$ cat src/rtl/hcp_expand.sv
// rtl/hcp_expand.sv - Picnic challenge parser: expands a digest into Lc (distinct rounds) and Lp (parties)
module hcp_expand #(
    parameter int T   = 8,
    parameter int TAU = 4,
    parameter int NP  = 16,
    parameter int HW  = 256
) (
    input  logic                          clk,
    input  logic                          reset,
    input  logic                          start,
    input  logic [HW-1:0]                 seed,
    output logic                          busy,
    output logic                          done,
    output logic [TAU*$clog2(T)-1:0]      lc,
    output logic [TAU*$clog2(NP)-1:0]     lp,
    output logic                          hash_req,
    output logic [HW-1:0]                 hash_in,
    input  logic                          hash_ack,
    input  logic [HW-1:0]                 hash_out,
    output logic [7:0]                    rehash_cnt
);
    localparam int CW = $clog2(T);
    localparam int PW = $clog2(NP);
    localparam int KW = $clog2(HW + 1);
    localparam int NW = $clog2(TAU + 1);
    localparam logic [KW-1:0] KC_V  = KW'(HW / CW);
    localparam logic [KW-1:0] KP_V  = KW'(HW / PW);
    localparam logic [NW-1:0] TAU_V = NW'(TAU);
    localparam logic [CW:0]   T_V   = (CW + 1)'(T);
    localparam logic [PW:0]   NP_V  = (PW + 1)'(NP);

    typedef enum logic [2:0] {
        S_IDLE, S_PARSE_C, S_PARSE_P, S_HREQ, S_HWAIT, S_DONE
    } state_t;

    state_t              state_q, state_d;
    logic                tgt_p_q, tgt_p_d;
    logic [HW-1:0]       d_q, d_d, s_q, s_d;
    logic [KW-1:0]       k_q, k_d, k_inc;
    logic [NW-1:0]       n_q, n_d, n_inc;
    logic [TAU*CW-1:0]   lc_acc_q, lc_acc_d, lc_q, lc_d;
    logic [TAU*PW-1:0]   lp_acc_q, lp_acc_d, lp_q, lp_d;
    logic                hash_req_q, hash_req_d;
    logic [HW-1:0]       hash_in_q, hash_in_d;
    logic [7:0]          rcnt_q, rcnt_d;
    logic [CW-1:0]       c_chunk;
    logic [PW-1:0]       p_chunk;
    logic                c_dup, c_ok, p_ok;

    always_ff @(posedge clk or negedge reset) begin
        if (!reset) begin
            state_q    <= S_IDLE;
            tgt_p_q    <= 1'b0;
            d_q        <= '0;
            s_q        <= '0;
            k_q        <= '0;
            n_q        <= '0;
            lc_acc_q   <= '0;
            lp_acc_q   <= '0;
            lc_q       <= '0;
            lp_q       <= '0;
            hash_req_q <= 1'b0;
            hash_in_q  <= '0;
            rcnt_q     <= '0;
        end else begin
            state_q    <= state_d;
            tgt_p_q    <= tgt_p_d;
            d_q        <= d_d;
            s_q        <= s_d;
            k_q        <= k_d;
            n_q        <= n_d;
            lc_acc_q   <= lc_acc_d;
            lp_acc_q   <= lp_acc_d;
            lc_q       <= lc_d;
            lp_q       <= lp_d;
            hash_req_q <= hash_req_d;
            hash_in_q  <= hash_in_d;
            rcnt_q     <= rcnt_d;
        end
    end

    always_comb begin
        state_d    = state_q;
        tgt_p_d    = tgt_p_q;
        d_d        = d_q;
        s_d        = s_q;
        k_d        = k_q;
        n_d        = n_q;
        lc_acc_d   = lc_acc_q;
        lp_acc_d   = lp_acc_q;
        lc_d       = lc_q;
        lp_d       = lp_q;
        hash_req_d = hash_req_q;
        hash_in_d  = hash_in_q;
        rcnt_d     = rcnt_q;
        k_inc      = k_q + 1'b1;
        n_inc      = n_q + 1'b1;
        c_chunk    = s_q[HW-1 -: CW];
        p_chunk    = s_q[HW-1 -: PW];
        // Accepted entries are shifted in at the LSB, so entry j (newest first) sits at j*CW.
        c_dup      = 1'b0;
        for (int j = 0; j < TAU; j++) begin
            if (NW'(j) < n_q && lc_acc_q[j*CW +: CW] == c_chunk) begin
                c_dup = 1'b1;
            end
        end
        c_ok = ({1'b0, c_chunk} < T_V) && !c_dup;
        p_ok = {1'b0, p_chunk} < NP_V;

        case (state_q)
            S_IDLE: begin
                if (start) begin
                    d_d      = seed;
                    s_d      = seed;
                    k_d      = '0;
                    n_d      = '0;
                    rcnt_d   = '0;
                    lc_acc_d = '0;
                    lp_acc_d = '0;
                    state_d  = S_PARSE_C;
                end
            end
            S_PARSE_C: begin
                s_d = s_q << CW;
                k_d = k_inc;
                if (c_ok) begin
                    lc_acc_d = (lc_acc_q << CW) | (TAU*CW)'(c_chunk);
                    n_d      = n_inc;
                end
                // Completion wins over exhaustion on the last chunk.
                if (c_ok && n_inc == TAU_V) begin
                    n_d     = '0;
                    tgt_p_d = 1'b1;
                    state_d = S_HREQ;
                end else if (k_inc == KC_V) begin
                    tgt_p_d = 1'b0;
                    state_d = S_HREQ;
                end
            end
            S_PARSE_P: begin
                s_d = s_q << PW;
                k_d = k_inc;
                if (p_ok) begin
                    lp_acc_d = (lp_acc_q << PW) | (TAU*PW)'(p_chunk);
                    n_d      = n_inc;
                end
                if (p_ok && n_inc == TAU_V) begin
                    lc_d    = lc_acc_q;
                    lp_d    = lp_acc_d;
                    state_d = S_DONE;
                end else if (k_inc == KP_V) begin
                    tgt_p_d = 1'b1;
                    state_d = S_HREQ;
                end
            end
            S_HREQ: begin
                hash_req_d = 1'b1;
                hash_in_d  = d_q;
                rcnt_d     = (rcnt_q == 8'hFF) ? rcnt_q : rcnt_q + 8'd1;
                state_d    = S_HWAIT;
            end
            S_HWAIT: begin
                if (hash_ack) begin
                    hash_req_d = 1'b0;
                    d_d        = hash_out;
                    s_d        = hash_out;
                    k_d        = '0;
                    state_d    = tgt_p_q ? S_PARSE_P : S_PARSE_C;
                end
            end
            S_DONE: begin
                state_d = S_IDLE;
            end
            default: begin
                state_d = S_IDLE;
            end
        endcase
    end

    assign busy       = (state_q != S_IDLE) && (state_q != S_DONE);
    assign done       = (state_q == S_DONE);
    assign lc         = lc_q;
    assign lp         = lp_q;
    assign hash_req   = hash_req_q;
    assign hash_in    = hash_in_q;
    assign rehash_cnt = rcnt_q;
endmodule

$ cat config.mk
export PLATFORM = sky130hd
export DESIGN_NAME = hcp_expand
export DESIGN_NICKNAME = d
export VERILOG_FILES = /design/src/rtl/hcp_expand.sv
export SDC_FILE = /design/constraint.sdc
export NUM_CORES = 2
export LEC_CHECK = 0
export ABC_AREA = 1
export ABC_CLOCK_PERIOD_IN_PS = 2200
export BUFFER_PORTS_ARGS = -buffer_cell sky130_fd_sc_hd__buf_2
export CAP_MARGIN = 20
export CORE_ASPECT_RATIO = 0.7
export CORE_MARGIN = 2
export CORE_UTILIZATION = 40
export DETAILED_ROUTE_END_ITERATION = 8
export PLACE_DENSITY = 0.71
export SLEW_MARGIN = 0
export SYNTH_ARGS = -nofsm -noshare
export SYNTH_HDL_FRONTEND = slang
export SYNTH_SLANG_ARGS = --single-unit
export TNS_END_PERCENT = 20
$ cat constraint.sdc
create_clock -name clk -period 2.2 [get_ports clk]
set_input_delay 0.22 -clock clk [delete_from_list [all_inputs] [get_ports clk]]
set_output_delay 0.22 -clock clk [all_outputs]
set_load 0.05 [all_outputs]
==> results.md <==
| Quantity | Value |
| --- | --- |
| Launch instance of the worst register-to-register path | state_q[0] |
| Worst-case clock buffer depth | 3 |
| Cells after DPL | 7,244 |
| Total Wirelength | 153,000 µm |
| Worst Tran Pin Value | 521 ps |
| Post-route setup slack | 67.3 ps |
| Area after detailed placement | 47,300 µm² |
| CORE AREA | 101,000 µm² |
| Initial Util | 0.405 |
| Placement Setup Slack | -5.02 ps |
| Max-slew violation count | 0 |
| Top cell types by occurrence after synthesis | sky130_fd_sc_hd__o21ai_0, sky130_fd_sc_hd__inv_1, sky130_fd_sc_hd__dfrtp_1, sky130_fd_sc_hd__nand2_1, sky130_fd_sc_hd__nor2_1 |
| CTS Buf Count | 85 |
| Worst min-delay path category | input port to flip-flop |
| Buffer cell driving the clock tree root | sky130_fd_sc_hd__clkbuf_16 |
| Number of maximum-capacitance violations | 0 |
| Maximum number of pins on one net before global-route repair | 108 |
| Pwr Density | 1510 nW/µm² |
| Crit path largest cell delay | 430 ps |
| CP most frequent cell | sky130_fd_sc_hd__buf_4 |
| Cells after Synth | 5,261 |
| Nets@finish | 6,966 |
| Clock Latency Late Sink | 680 ps |
| Data arrival at the endpoint of the critical path | 2740 ps |
| Die width | 386 µm |
| Post-synthesis area per instance | 7.75 µm² |
| Clock Sinks | 845 |
| Height of the die | 271 µm |
| Category of the worst setup path capture point | flip-flop |
| Portion of the clock cycle consumed by the worst path in the final layout | 0.969 |
| Kind of cell adding the most delay to the critical path | buffers and inverters |
| Share of the synthesized area in the top cell type | 0.518 |
| Largest driver fanout on the critical path | 15 |
| Largest area contributor in the netlist | sky130_fd_sc_hd__dfrtp_1 |
| Layout overhead on the synthesized area | 34.8% |
| Terminus of the critical flop-to-flop path | s_q[19] |
| Placer congestion estimate | 0.919 |
| Synth async-reset ratio | 1.00 |
| Antenna-violating nets left | 0 |
| Category of the worst setup path launch point | flip-flop |
| Proportion of synthesized chip area in sequential cells | 0.518 |
| First-pass GRT wire length | 228,000 µm |
| Number of DRC markers after the initial detailed-route iteration | 4,608 |
| Post-synth EDFFs | 0 |
| Crit path buf inv count | 6 |
| Fmax | 469 MHz |
| Internal reg-to-reg setup slack | 70 ps |
| Fraction of final layout cells with drive strength greater than 1 | 0.178 |
| Run status | finished clean |
| Crit Path Category | flip-flop to flip-flop |
| Cells taking the most area after synthesis | sky130_fd_sc_hd__dfrtp_1, sky130_fd_sc_hd__o21ai_0, sky130_fd_sc_hd__inv_1, sky130_fd_sc_hd__nand2_1, sky130_fd_sc_hd__nor2_1 |
| Min Clock Period, post-route | 2130 ps |
| CP max stage cell | sky130_fd_sc_hd__dfrtp_1 |
| Worst clock skew | 38.3 ps |
| Wire length per cell after detailed routing | 19.5 µm |
| Number of rows created at floorplan | 97 |
| Worst min-delay path startpoint | hash_out[73] |
| Sum of net half-perimeters after detailed placement | 102,000 µm |
| Boundary pin count | 811 |
| Area enclosed by the die boundary | 105,000 µm² |
| WHS | 35.4 ps |
| Max transition margin | 0.652 |
| GRT Total Usage | 0.277 |
| Number of synthesis warnings | 0 |
| Synth Flop Type | sky130_fd_sc_hd__dfrtp_1 |
| H-Tree Level Count | 3 |
| Drt pass-1 iters | 6 |
| Sink of the worst hold path | d_q[73] |
| Data required, critical path | 2800 ps |
| Avg Vias per Cell | 5.31 |
| Most instantiated library cell after synthesis | sky130_fd_sc_hd__o21ai_0 |
| Number of cells on the worst hold path | 5 |
| TritonCTS clock tree | yes |
| CP Cell Sequence | nor2_1, buf_4, nand2_8, nand2_4, inv_2, a21oi_4, buf_4, clkbuf_16, buf_12, buf_4, nand2_1, o21ai_0 |
| Library cells used by synthesis | 30 |
| Number of vias after detailed routing | 41,700 |
| Final instance area | 55,000 µm² |
| Sum of internal, switching and leakage power | 83.2 mW |
| RSZ-0062 raised after global routing | true |
| Vias in the first global route | 40,600 |
| Initial antenna violation count | 8 |
| Maximum resistive drop on vdd | 1.27 mV |
| Post-route DRC | 0 |
| Static leakage power | 28.2 nW |
| R2R depth | 12 |
| Setup TNS | 0 ps |
| #FFs+latches synth | 845 |
| Hold violation count in the final report | 0 |
| Setup violation total in the final timing report | 0 |
| Number of nets produced by synthesis | 5,782 |
| Remaining global-route overflow | 0 |
| CTS clk-pin slew, worst paths | 70 ps |
| Mapped Area | 40,800 µm² |
| Post-layout utilization of the core | 0.546 |
| Count of input and output buffers | 810 |
| Post-layout instance count excluding filler cells | 7,851 |
-- final cells by class --
type / instances / area, µm²
multi-input cells: 2959 / 14200
flip-flops and latches: 845 / 21100
fillers: 8786 / 45600
well taps: 1336 / 1670
repair buffers: 1419 / 10800
inverters: 1135 / 4300
clock inverters: 29 / 428
diodes: 10 / 25.0
clock buffers: 118 / 2460
-- worst min-delay path: stages --
cell,delay [ps]
sky130_fd_sc_hd__buf_2,100
sky130_fd_sc_hd__inv_1,40
sky130_fd_sc_hd__nor2_1,50
sky130_fd_sc_hd__o21ai_0,130
sky130_fd_sc_hd__o21ai_0,90
-- timing repair --
action,4_1_cts,5_1_grt
setup buffers,1,15
hold buffers,422,0
gates resized for setup,5,37
cloned,0,13
endpoints found under the hold margin,1133,0
setup endpoints to repair,57,245
pin swaps,1,0
-- worst max path at each step --
stage	startpoint	to	depth (start not counted)
after floorplan	rehash_cnt[3]	rehash_cnt[4]	10
after global placement	state_q[1]	s_q[93]	12
after detailed placement	state_q[2]	s_q[93]	11
after CTS	state_q[1]	done	4
after global routing	state_q[0]	s_q[19]	12
final	state_q[0]	s_q[19]	12
-- layout by cell type, fill, tap and decap left out, types with 4 or more instances in the layout --
cell type                       synthesis  final
sky130_fd_sc_hd__buf_16                 0      9
sky130_fd_sc_hd__a21oi_1                9      9
sky130_fd_sc_hd__ha_1                   5      5
sky130_fd_sc_hd__clkinv_2               0     12
sky130_fd_sc_hd__nor2_2                 2      5
sky130_fd_sc_hd__dfrtp_1              845    843
sky130_fd_sc_hd__o221ai_1             144    144
sky130_fd_sc_hd__clkinvlp_4             0      5
sky130_fd_sc_hd__clkinv_16              0      4
sky130_fd_sc_hd__buf_4                  0    107
sky130_fd_sc_hd__buf_12                 0     52
sky130_fd_sc_hd__clkbuf_16              0     98
sky130_fd_sc_hd__o21ai_1               14     19
sky130_fd_sc_hd__buf_6                  0      7
sky130_fd_sc_hd__clkbuf_1             245     13
sky130_fd_sc_hd__nand3_1               26     26
sky130_fd_sc_hd__o31ai_1               25     25
sky130_fd_sc_hd__diode_2                0     10
sky130_fd_sc_hd__bufinv_16              0      6
sky130_fd_sc_hd__o21ai_0             1263   1258
sky130_fd_sc_hd__nor2_1               535    530
sky130_fd_sc_hd__o22ai_1               12     12
sky130_fd_sc_hd__nand2_2                1      5
sky130_fd_sc_hd__dlygate4sd3_1          0    422
sky130_fd_sc_hd__buf_2                 61    807
sky130_fd_sc_hd__clkbuf_8               0     19
sky130_fd_sc_hd__nand4_1                7      7
sky130_fd_sc_hd__nor3_1                13     13
sky130_fd_sc_hd__a221oi_1              73     72
sky130_fd_sc_hd__inv_1               1131   1127
sky130_fd_sc_hd__nand2_1              819    813
-- routing by layer --
metal / global-route usage / up-vias / routed length (µm)
met5: 0 / - / 39
li1: - / 19000 / -
met3: 0.0536 / 482 / 12900
met1: 0.364 / 19900 / 62600
met2: 0.435 / 2339 / 69600
met4: 0.142 / 6 / 8140
-- cells by family (layout without fill, tap and decap cells) --
logic type | count (synthesis) | in the layout | synth area share
DFF | 845 | 845 | 0.518
other | 0 | 10 | 0
xor gates and xnor gates | 4 | 4 | 0.000859
buffers and inverters | 1457 | 2701 | 0.136
adders and majority gates | 5 | 5 | 0.00153
AOI/OAI and AO/OA | 1544 | 1544 | 0.212
and+or+nand+nor | 1406 | 1406 | 0.131
-- where the power goes --
part / internal, mW / switching, mW
registers: 22.6 / 3.38
clock network: 8.59 / 6.70
logic: 13.1 / 28.9
-- flip-flops by register name, summed over array words and instances (netlist names), 3 cells and up --
register	flops
hash_in	256
rehash_cnt	8
lc	12
state_q	3
lc_acc_q	12
d_q	256
k_q	9
lp_acc_q	12
s_q	256
n_q	3
lp	16
(Power assumes the default switching activity.)
